<file path="src/rtl/misaligned_load_align_pkg.sv">
// Shared types and helpers for the load-alignment unit: FSM states, offset width and access size decode.
package misaligned_load_align_pkg;

    typedef enum logic [1:0] {
        IDLE,
        BEAT0,
        BEAT1,
        RESP
    } state_t;

    localparam int unsigned LLEN_DEFAULT = 64;

    function automatic int unsigned offbits(input int unsigned llen);
        return $clog2(llen / 8);
    endfunction

    // Undefined encodings fall back to a raw copy of beat 0.
    function automatic logic load_illegal(input logic [2:0] funct3, input int unsigned llen);
        return (funct3 == 3'b111) || ((funct3 == 3'b011) && (llen == 32));
    endfunction

    function automatic logic is_flq(input logic [2:0] funct3, input logic fp, input int unsigned llen);
        return (funct3 == 3'b100) && fp && (llen == 128);
    endfunction

    function automatic int unsigned load_size(input logic [2:0] funct3, input logic fp,
                                              input int unsigned llen);
        if (load_illegal(funct3, llen))
            return llen / 8;
        if (is_flq(funct3, fp, llen))
            return 16;
        return 32'd1 << funct3[1:0];
    endfunction

endpackage

</file>
<file path="src/rtl/misaligned_load_align_loadextend.sv">
// Combinational byte ordering and sign/zero/NaN-box extension of an aligned load lane.
// Byte reversal is built only when LSU_BIGENDIAN_EN is defined.
module loadextend
    import misaligned_load_align_pkg::*;
#(
    parameter int unsigned LLEN    = LLEN_DEFAULT,
    parameter int unsigned OFFBITS = offbits(LLEN)
) (
    input  logic [LLEN-1:0]  lane,
    input  logic [OFFBITS:0] size,
    input  logic [2:0]       funct3,
    input  logic             fp,
`ifdef LSU_BIGENDIAN_EN
    input  logic             big_endian,
`endif
    output logic [LLEN-1:0]  result
);

    localparam int unsigned LB = LLEN / 8;

    logic [7:0] in_b  [LB];
    logic [7:0] ord_b [LB];
    logic       illegal;
    logic       flq;
    logic       sign;
    logic       fill;

    always_comb begin
        illegal = load_illegal(funct3, LLEN);
        flq     = is_flq(funct3, fp, LLEN);
        for (int unsigned i = 0; i < LB; i++)
            in_b[i] = lane[8*i +: 8];
        ord_b = in_b;
`ifdef LSU_BIGENDIAN_EN
        if (big_endian && !illegal) begin
            for (int unsigned i = 0; i < LB; i++)
                if ((OFFBITS+1)'(i) < size)
                    ord_b[i] = in_b[OFFBITS'(size - (OFFBITS+1)'(i) - (OFFBITS+1)'(1))];
        end
`endif
        sign = ord_b[OFFBITS'(size - (OFFBITS+1)'(1))][7];
        // FP halves/words get ones above the data; plain lb never does.
        if (funct3[2] && !flq)
            fill = 1'b0;
        else if (funct3[1:0] == 2'b00)
            fill = sign;
        else
            fill = sign | fp;
        result = '0;
        for (int unsigned i = 0; i < LB; i++)
            result[8*i +: 8] = ((OFFBITS+1)'(i) < size) ? ord_b[i] : {8{fill}};
        if (illegal)
            result = lane;
    end

endmodule

</file>
<file path="src/rtl/misaligned_load_align.sv">
// Load-data alignment unit: latches a request, gathers one or two beats, and returns the extended result.
// Optional big-endian support via LSU_BIGENDIAN_EN.
module misaligned_load_align
    import misaligned_load_align_pkg::*;
#(
    parameter int unsigned LLEN    = LLEN_DEFAULT,
    parameter int unsigned OFFBITS = offbits(LLEN)
) (
    input  logic               clk,
    input  logic               resetn,
    input  logic               ReqValidM,
    output logic               ReqReadyM,
    input  logic [OFFBITS-1:0] PAdrM,
    input  logic [2:0]         Funct3M,
    input  logic               FpLoadStoreM,
    input  logic               BigEndianM,
    input  logic               BeatValidM,
    input  logic [LLEN-1:0]    BeatDataM,
    input  logic               FlushM,
    output logic               SpillM,
    output logic               RespValidM,
    input  logic               RespReadyM,
    output logic [LLEN-1:0]    ReadDataM
);

    localparam int unsigned      LB         = LLEN / 8;
    localparam logic [OFFBITS:0] BEAT_BYTES = (OFFBITS+1)'(LB);

    state_t             state;
    logic [2:0]         funct3_q;
    logic               fp_q;
    logic [OFFBITS-1:0] off_q;
    logic [OFFBITS:0]   size_q;
    logic               spill_q;
    logic               resp_valid;
    logic [LLEN-1:0]    lo_buf;
    logic [LLEN-1:0]    hi_buf;
    logic [LLEN-1:0]    read_data;

    logic               req_illegal;
    logic [OFFBITS:0]   req_size;
    logic [OFFBITS:0]   req_end;
    logic               req_spill;

    logic [LLEN-1:0]    lo_sel;
    logic [LLEN-1:0]    hi_sel;
    logic [LLEN-1:0]    lane;
    logic [LLEN-1:0]    ext;

`ifdef LSU_BIGENDIAN_EN
    logic               be_q;
`else
    logic               unused_be;
    assign unused_be = BigEndianM;
`endif

    always_comb begin
        req_illegal = load_illegal(Funct3M, LLEN);
        req_size    = (OFFBITS+1)'(load_size(Funct3M, FpLoadStoreM, LLEN));
        req_end     = {1'b0, PAdrM} + req_size;
        req_spill   = !req_illegal && (req_end > BEAT_BYTES);
    end

    // The arriving beat is forwarded so the result can be registered on the same edge it lands.
    assign lo_sel = (state == BEAT0) ? BeatDataM : lo_buf;
    assign hi_sel = (state == BEAT1) ? BeatDataM : hi_buf;
    assign lane   = LLEN'({hi_sel, lo_sel} >> {off_q, 3'b000});

    loadextend #(
        .LLEN    (LLEN),
        .OFFBITS (OFFBITS)
    ) u_loadextend (
        .lane       (lane),
        .size       (size_q),
        .funct3     (funct3_q),
        .fp         (fp_q),
`ifdef LSU_BIGENDIAN_EN
        .big_endian (be_q),
`endif
        .result     (ext)
    );

    always_ff @(posedge clk) begin
        if (!resetn) begin
            state      <= IDLE;
            funct3_q   <= '0;
            fp_q       <= 1'b0;
            off_q      <= '0;
            size_q     <= '0;
            spill_q    <= 1'b0;
            lo_buf     <= '0;
            hi_buf     <= '0;
            read_data  <= '0;
            resp_valid <= 1'b0;
`ifdef LSU_BIGENDIAN_EN
            be_q       <= 1'b0;
`endif
        end else if (FlushM) begin
            state      <= IDLE;
            resp_valid <= 1'b0;
            spill_q    <= 1'b0;
            lo_buf     <= '0;
            hi_buf     <= '0;
        end else begin
            case (state)
                IDLE: if (ReqValidM) begin
                    funct3_q <= Funct3M;
                    fp_q     <= FpLoadStoreM;
                    off_q    <= req_illegal ? '0 : PAdrM;
                    size_q   <= req_size;
                    spill_q  <= req_spill;
`ifdef LSU_BIGENDIAN_EN
                    be_q     <= BigEndianM;
`endif
                    state    <= BEAT0;
                end
                BEAT0: if (BeatValidM) begin
                    lo_buf <= BeatDataM;
                    if (spill_q) begin
                        state <= BEAT1;
                    end else begin
                        state      <= RESP;
                        read_data  <= ext;
                        resp_valid <= 1'b1;
                    end
                end
                BEAT1: if (BeatValidM) begin
                    hi_buf     <= BeatDataM;
                    state      <= RESP;
                    read_data  <= ext;
                    resp_valid <= 1'b1;
                end
                RESP: if (RespReadyM) begin
                    state      <= IDLE;
                    resp_valid <= 1'b0;
                    spill_q    <= 1'b0;
                end
                default: state <= IDLE;
            endcase
        end
    end

    assign ReqReadyM  = resetn && (state == IDLE);
    assign RespValidM = resetn && resp_valid;
    assign SpillM     = resetn && spill_q;
    assign ReadDataM  = read_data;

endmodule

</file>
<file path="config.mk">
export PLATFORM = sky130hd
export DESIGN_NAME = misaligned_load_align
export DESIGN_NICKNAME = d
export VERILOG_FILES = /design/src/rtl/misaligned_load_align_pkg.sv /design/src/rtl/misaligned_load_align_loadextend.sv /design/src/rtl/misaligned_load_align.sv
export SDC_FILE = /design/constraint.sdc
export NUM_CORES = 1
export LEC_CHECK = 0
export ABC_AREA = 1
export CAP_MARGIN = 0
export CORE_MARGIN = 3
export CORE_UTILIZATION = 32
export CTS_CLUSTER_SIZE = 20
export DETAILED_ROUTE_END_ITERATION = 8
export GPL_ROUTABILITY_DRIVEN = 1
export PLACE_DENSITY_LB_ADDON = 0.2
export SLEW_MARGIN = 20
export SYNTH_ARGS = -nofsm -noshare
export SYNTH_HDL_FRONTEND = slang
export SYNTH_SLANG_ARGS = --single-unit
</file>
<file path="constraint.sdc">
create_clock -name clk -period 3.1 [get_ports clk]
set_input_delay 0.62 -clock clk [delete_from_list [all_inputs] [get_ports clk]]
set_output_delay 0.62 -clock clk [all_outputs]
set_load 0.005 [all_outputs]
</file>
# --- After elaboration in Yosys (flattened, before gate mapping) ---
# Index checks and enable logic that the tools add are counted.
totals:
  reg_bits: 207
  wordCells: 93
classes:
  n_addsub: 2
  order_cmp: 10
  n_eq_ne: 10
  shifts: 2
  mux: 37
  bitwise: 4
  reduce_logical: 18
op_table:
  columns: ["operator", "count"]
  rows:
  - ["two-way mux 64 bit", 6]
  - ["case mux 64 bit (2 select lines)", 1]
  - [">> shifter 128 x 6 -> 64 bit", 1]
  - ["two-way mux 8 bit", 10]
  - ["binary-select mux 8 bit (select 3 bit)", 1]
  - ["< comparator 3 x 4 -> 1 bit, first input constant", 4]
  - ["!= test 2 bit, second input constant", 5]
  - ["AND reduction 5 bit", 2]
  - ["two-way mux 1 bit", 9]
  - ["< comparator 1 x 4 -> 1 bit, first input constant", 2]
  - ["< comparator 2 x 4 -> 1 bit, first input constant", 2]
  - ["two-way mux 2 bit", 4]
  - ["two-way mux 4 bit", 2]
  - ["case mux 2 bit (4 select lines)", 1]
  - ["== test 3 bit, second input constant", 2]
  - ["AND reduction 3 bit", 2]
  - ["adder 3 x 4 -> 4 bit", 1]
  - ["== test 2 bit, second input constant", 2]
  - [">= comparator 4 bit, second input constant", 1]
  - ["greater-than comparator 4 bit, second input constant", 1]
  - ["logical AND 1 bit", 4]
  - ["zero test 2 bit", 2]
  - ["inverter 3 -> 4 bit", 1]
  - ["AND reduction 2 bit", 2]
  - ["13 further kinds", 15]

# --- Depth between registers and ports, before layout ---
logic_depth:
  ltp_word: 14
  mapped_depth: 18
  ltp_nobuf: 17

# --- Hierarchy ---
# Synthesis repeated with hierarchy kept, for this count alone.
hier_totals:
  cells_unflattened: 2089
  hier_area_um2: 12764.7
modules_own_cells:
  columns: ["module", "n_inst", "cells_per_inst", "area_per_inst_um2", "seq_area_each_um2"]
  rows:
  - ["misaligned_load_align", 1, 1900, 11697.5, 3983.8]
  - ["loadextend", 1, 189, 1067.3, 0.0]

# --- Worst setup path after synthesis ---
# Ideal clock, no wire load.
synth_path:
  kind: "register to register"
  from: "register state[0]"
  to: "register read_data[59] (netlist: ReadDataM[59])"
  setup_ps: 132
  arrival_ps: 1912
  slack_ps: 1056
  path_stages_with_launch: 16
  synth_period_minus_slack_ps: 2044
  cell_sequence: "dfxtp_1 -> inv_1 -> ha_1 -> buf_4 -> buf_6 -> nand2_1 -> o21ai_0 -> or2_2 -> o21ai_0 -> o21ai_0 -> nand2_1 -> nand2_1 -> o21ai_0 -> inv_1 -> nand2_1 -> a21oi_1"
synth_between:
  elab_chain_cells: 14
synth_rtl:
  columns: ["element", "line", "source"]
  rows:
  - ["start: declaration", "misaligned_load_align.sv:29", "state_t state;"]
  - ["start signal: assignment", "misaligned_load_align.sv:85", "state <= IDLE;"]
  - ["start signal: assignment", "misaligned_load_align.sv:99", "state <= IDLE;"]
  - ["start signal: assignment", "misaligned_load_align.sv:115", "state <= BEAT0;"]
  - ["== test 2 x 1 -> 1 bit or == test 2 bit (tied branches)", "misaligned_load_align.sv:65, misaligned_load_align.sv:105, misaligned_load_align.sv:66", null]
  - ["two-way mux 64 bit, on equally long branches", "misaligned_load_align.sv:65, misaligned_load_align.sv:66", null]
  - [">> shifter 128 x 6 -> 64 bit", "misaligned_load_align.sv:67", "assign lane = LLEN'({hi_sel, lo_sel} >> {off_q, 3'b000});"]
  - ["binary-select mux 8 bit (select 3 bit)", "misaligned_load_align_loadextend.sv:41", "sign = ord_b[OFFBITS'(size - (OFFBITS+1)'(1))][7];"]
  - ["two-way mux 8 bit (implied by the code) (2 in series)", "misaligned_load_align_loadextend.sv:41", null]
  - ["OR 1 bit", "misaligned_load_align_loadextend.sv:48", "fill = sign | fp;"]
  - ["two-way mux 1 bit", "misaligned_load_align_loadextend.sv:45", "else if (funct3[1:0] == 2'b00)"]
  - ["two-way mux 1 bit", "misaligned_load_align_loadextend.sv:43", "if (funct3[2] && !flq)"]
  - ["two-way mux 8 bit", "misaligned_load_align_loadextend.sv:51", "result[8*i +: 8] = ((OFFBITS+1)'(i) < size) ? ord_b[i] : {8{fill}};"]
  - ["two-way mux 64 bit", "misaligned_load_align_loadextend.sv:52", "if (illegal)"]
  - ["two-way mux 64 bit", "misaligned_load_align.sv:119", "if (spill_q) begin"]
  - ["two-way mux 64 bit", "misaligned_load_align.sv:117", "BEAT0: if (BeatValidM) begin"]
  - ["case mux 64 bit (2 select lines)", "misaligned_load_align.sv:105", "case (state)"]
  - ["end signal: assignment", "misaligned_load_align.sv:123", "read_data <= ext;"]
  - ["end signal: assignment", "misaligned_load_align.sv:130", "read_data <= ext;"]
  - ["end: declaration", "misaligned_load_align.sv:38", "logic [LLEN-1:0] read_data;"]
# Several ways; a longest one is shown, not always the timed one. The select of a mux whose other input is x is not followed.
# A chain may end at the register's enable or synchronous reset.

# --- Worst setup path in the final report ---
# Same ends and word-level chain as after synthesis.

==> results.toml <==
[cts]
hold_buffers = 0
cts-resized-gates = 0
cts_root_buffer = "clkbuf_16"
cts_sinks = 199
cts_buffers = 17
post_cts_buffers = 0
cts_tree = "yes"
path_clk_slew_ns = 0.07
clockBufferDepth = 2
clk-insertion-delay-late_ns = 0.46
h-tree-depth = 4

[sta]
hold_ws_ns = 0.447
setup_violations = 0
worstMarginPinSlew_ns = 0.870
setup_tns_ns = 0
rsz0062_at_grt = "false"
finalCritPeriodShare_pct = 91.0
relSlewSlack_pct = 41.4
period_needed_ns = 2.82
finalHoldViolCount = 0
finalClockSkew_ns = 0.0145
worst_slack_ns = 0.280
drv_slew = 0
timing.fmax_mhz = 355

[critical_path]
r2r_cells = 14
cp_common_cell = "o21ai_0"
crit_type = "reg2reg"
crit_path_start_kind = "register"
worst_path_max_delay_cell = "o21ai_0"
cp.arrival_ns = 3.21
path_cells = "inv_1 -> ha_2 -> buf_12 -> o21ai_0 -> or2_2 -> o21ai_0 -> o21ai_0 -> nand2_1 -> nand2_1 -> o21ai_0 -> buf_4 -> inv_1 -> nand2_1 -> a21oi_1"
cp_max_fo = 25
cpPeakStageDelay_ns = 0.62
endpoint_kind = "register"
worstPathRequired_ns = 3.49

[hold_path]
hold_class = "reg2reg"
hold_path_depth = 2

[cells_and_area]
layout.nets = 2107
fin_util_pct = 39.4
layout-drive-gt1-share_pct = 4.93
diodes = 0
area_growth_pct = 20.0

[yosys]
ys_ff_latch = 199
synthDistinctLibCells = 33
avgSynthCellArea_um2 = 6.23
syn_inst = 1954
syn_area_um2 = 12200
synthFlopType = "dfxtp_1"
syn-num-nets = 2043
yosysSeqAreaShare_pct = 32.7
yosys_warnings = 0
ys_async_sr_fraction_pct = 0
synth_edf_count = 0

[routing]
ant_nets = 0
drt_iter0_drc = 1060
wl_per_cell_um = 17.9
drt_wl_total_um = 45300
vias = 12700
drc = 0
dr.pass1.iters = 6
viasPerCell = 5.03

[floorplan]
die_area_um2 = 40400
core_area_um2 = 37000
fp.dieW_um = 201
die_height_um = 201
rows = 70
initial_core_util_pct = 32.9
io_pins = 145

[global_route]
antenna_found_initial = 0
grt_max_degree = 114
grt_busiest_layer = "met2"
met1_usage_pct = 31.5
grtUsageMet3_pct = 2.83
grt_pass1_wl_um = 70500
overflow = 0
use_met2_pct = 35.2
first_global_vias = 11800
grt.total_usage_pct = 22.2

[placement]
dp_slack_ns = 0.295
port-buffer-count = 143
dp.final_hpwl_um = 34000
place_congestion = 0.938

[pwr]
p_per_area_nw_per_um2 = 458
leakage_nw = 5.70
peakVddDrop_uv = 411

[job]
drv_cap = 0

[status]
status = "complete, no violations"
-- synth_stat cells, types with 2 or more instances --
cell | instances | area, µm²
inv_1 | 201 | 754
buf_4 | 15 | 113
buf_6 | 9 | 101
clkinv_1 | 11 | 41.3
nor2_1 | 65 | 244
o21ai_0 | 306 | 1530
dfxtp_1 | 199 | 3980
nand3_1 | 150 | 751
nand4_1 | 2 | 12.5
or2_2 | 4 | 25.0
o211ai_1 | 11 | 82.6
mux2i_1 | 41 | 410
buf_1 | 11 | 41.3
a21oi_1 | 222 | 1110
nand2_1 | 534 | 2000
o311ai_0 | 2 | 17.5
a211oi_1 | 9 | 67.6
clkbuf_1 | 73 | 274
o21ai_1 | 24 | 120
ha_1 | 10 | 125
inv_2 | 5 | 18.8
nand2_4 | 9 | 101
buf_2 | 31 | 155
-- cell type report --
cell class	count	area, µm²
timing repair buffer	184	1880
tap	504	631
sequential	199	3990
clock inverter	10	123
inverter	218	821
multi-input combinational	1398	6720
fill	4046	22400
clock buffer	21	460
-- sequential cells by signal, summed over array words and instances, names as in the netlist --
name	cells
funct3_q	3
size_q	4
spill_q	1
lo_buf	64
off_q	3
state	2
fp_q	1
hi_buf	56
resp_valid	1
ReadDataM	64
-- cell usage in the layout (no fill, tap or decap), types with 17 or more instances in the layout --
| cell | count |
|---|---|
| a21oi_1 | 222 |
| buf_4 | 30 |
| clkbuf_16 | 17 |
| clkdlybuf4s50_1 | 143 |
| dfxtp_1 | 197 |
| inv_1 | 199 |
| mux2i_1 | 41 |
| nand2_1 | 532 |
| nand3_1 | 150 |
| nor2_1 | 64 |
| o21ai_0 | 306 |
| o21ai_1 | 24 |
-- cell families after synthesis --
group,Yosys count,synth area share (%)
AOI/OAI and AO/OA,577,24.2
and+or+nand+nor,767,26.0
DFF,199,32.7
xor gates and xnor gates,2,0.144
adders and majority gates,11,1.19
muxes,41,3.37
buffers and inverters,357,12.4
-- through the flow --
| step | instance area (µm²) | cells | power, W |
|---|---|---|---|
| 2_1_floorplan | 12200 | 1954 | 0.00378 |
| 3_3_place_gp | 14000 | 2503 | 0.00442 |
| 3_5_place_dp | 14000 | 2503 | 0.00443 |
| 4_1_cts | 14600 | 2534 | 0.00674 |
| 5_1_grt | 14600 | 2534 | 0.00704 |
| 6_report | 14600 | 2534 | 0.00669 |
-- report_power, final --
group          switching (W)  internal [W]
Clock                0.00107       0.00123
Sequential         0.0000399       0.00262
Combinational        0.00116      0.000560
-- worst max-delay path: cells and delay by family, from the launching register on --
family | cells | cell delay (ns)
buffers and inverters | 4 | 0.46
AND/OR/NAND/NOR | 4 | 0.44
adder cells (fa/ha/maj) | 1 | 0.24
flip-flops | 1 | 0.40
AO/OA/AOI/OAI | 5 | 1.20
-- path summary, 6_finish.rpt --
path,startpoint,end,slack [ns]
worst max register to register,state[0],ReadDataM[59],0.28
worst max-delay path,state[0],ReadDataM[59],0.28
worst min-delay path,lo_buf[58],lo_buf[58],0.45
worst min register to register,lo_buf[58],lo_buf[58],0.45
-- per-layer routing --
metal  vias up  part of all wire, %
met4         0                  2.7
met1      5888                   48
li1       6484                    -
met2       322                   45
met3        47                  4.5
met5         -                    0
Power figures use the tool's default switching activity.
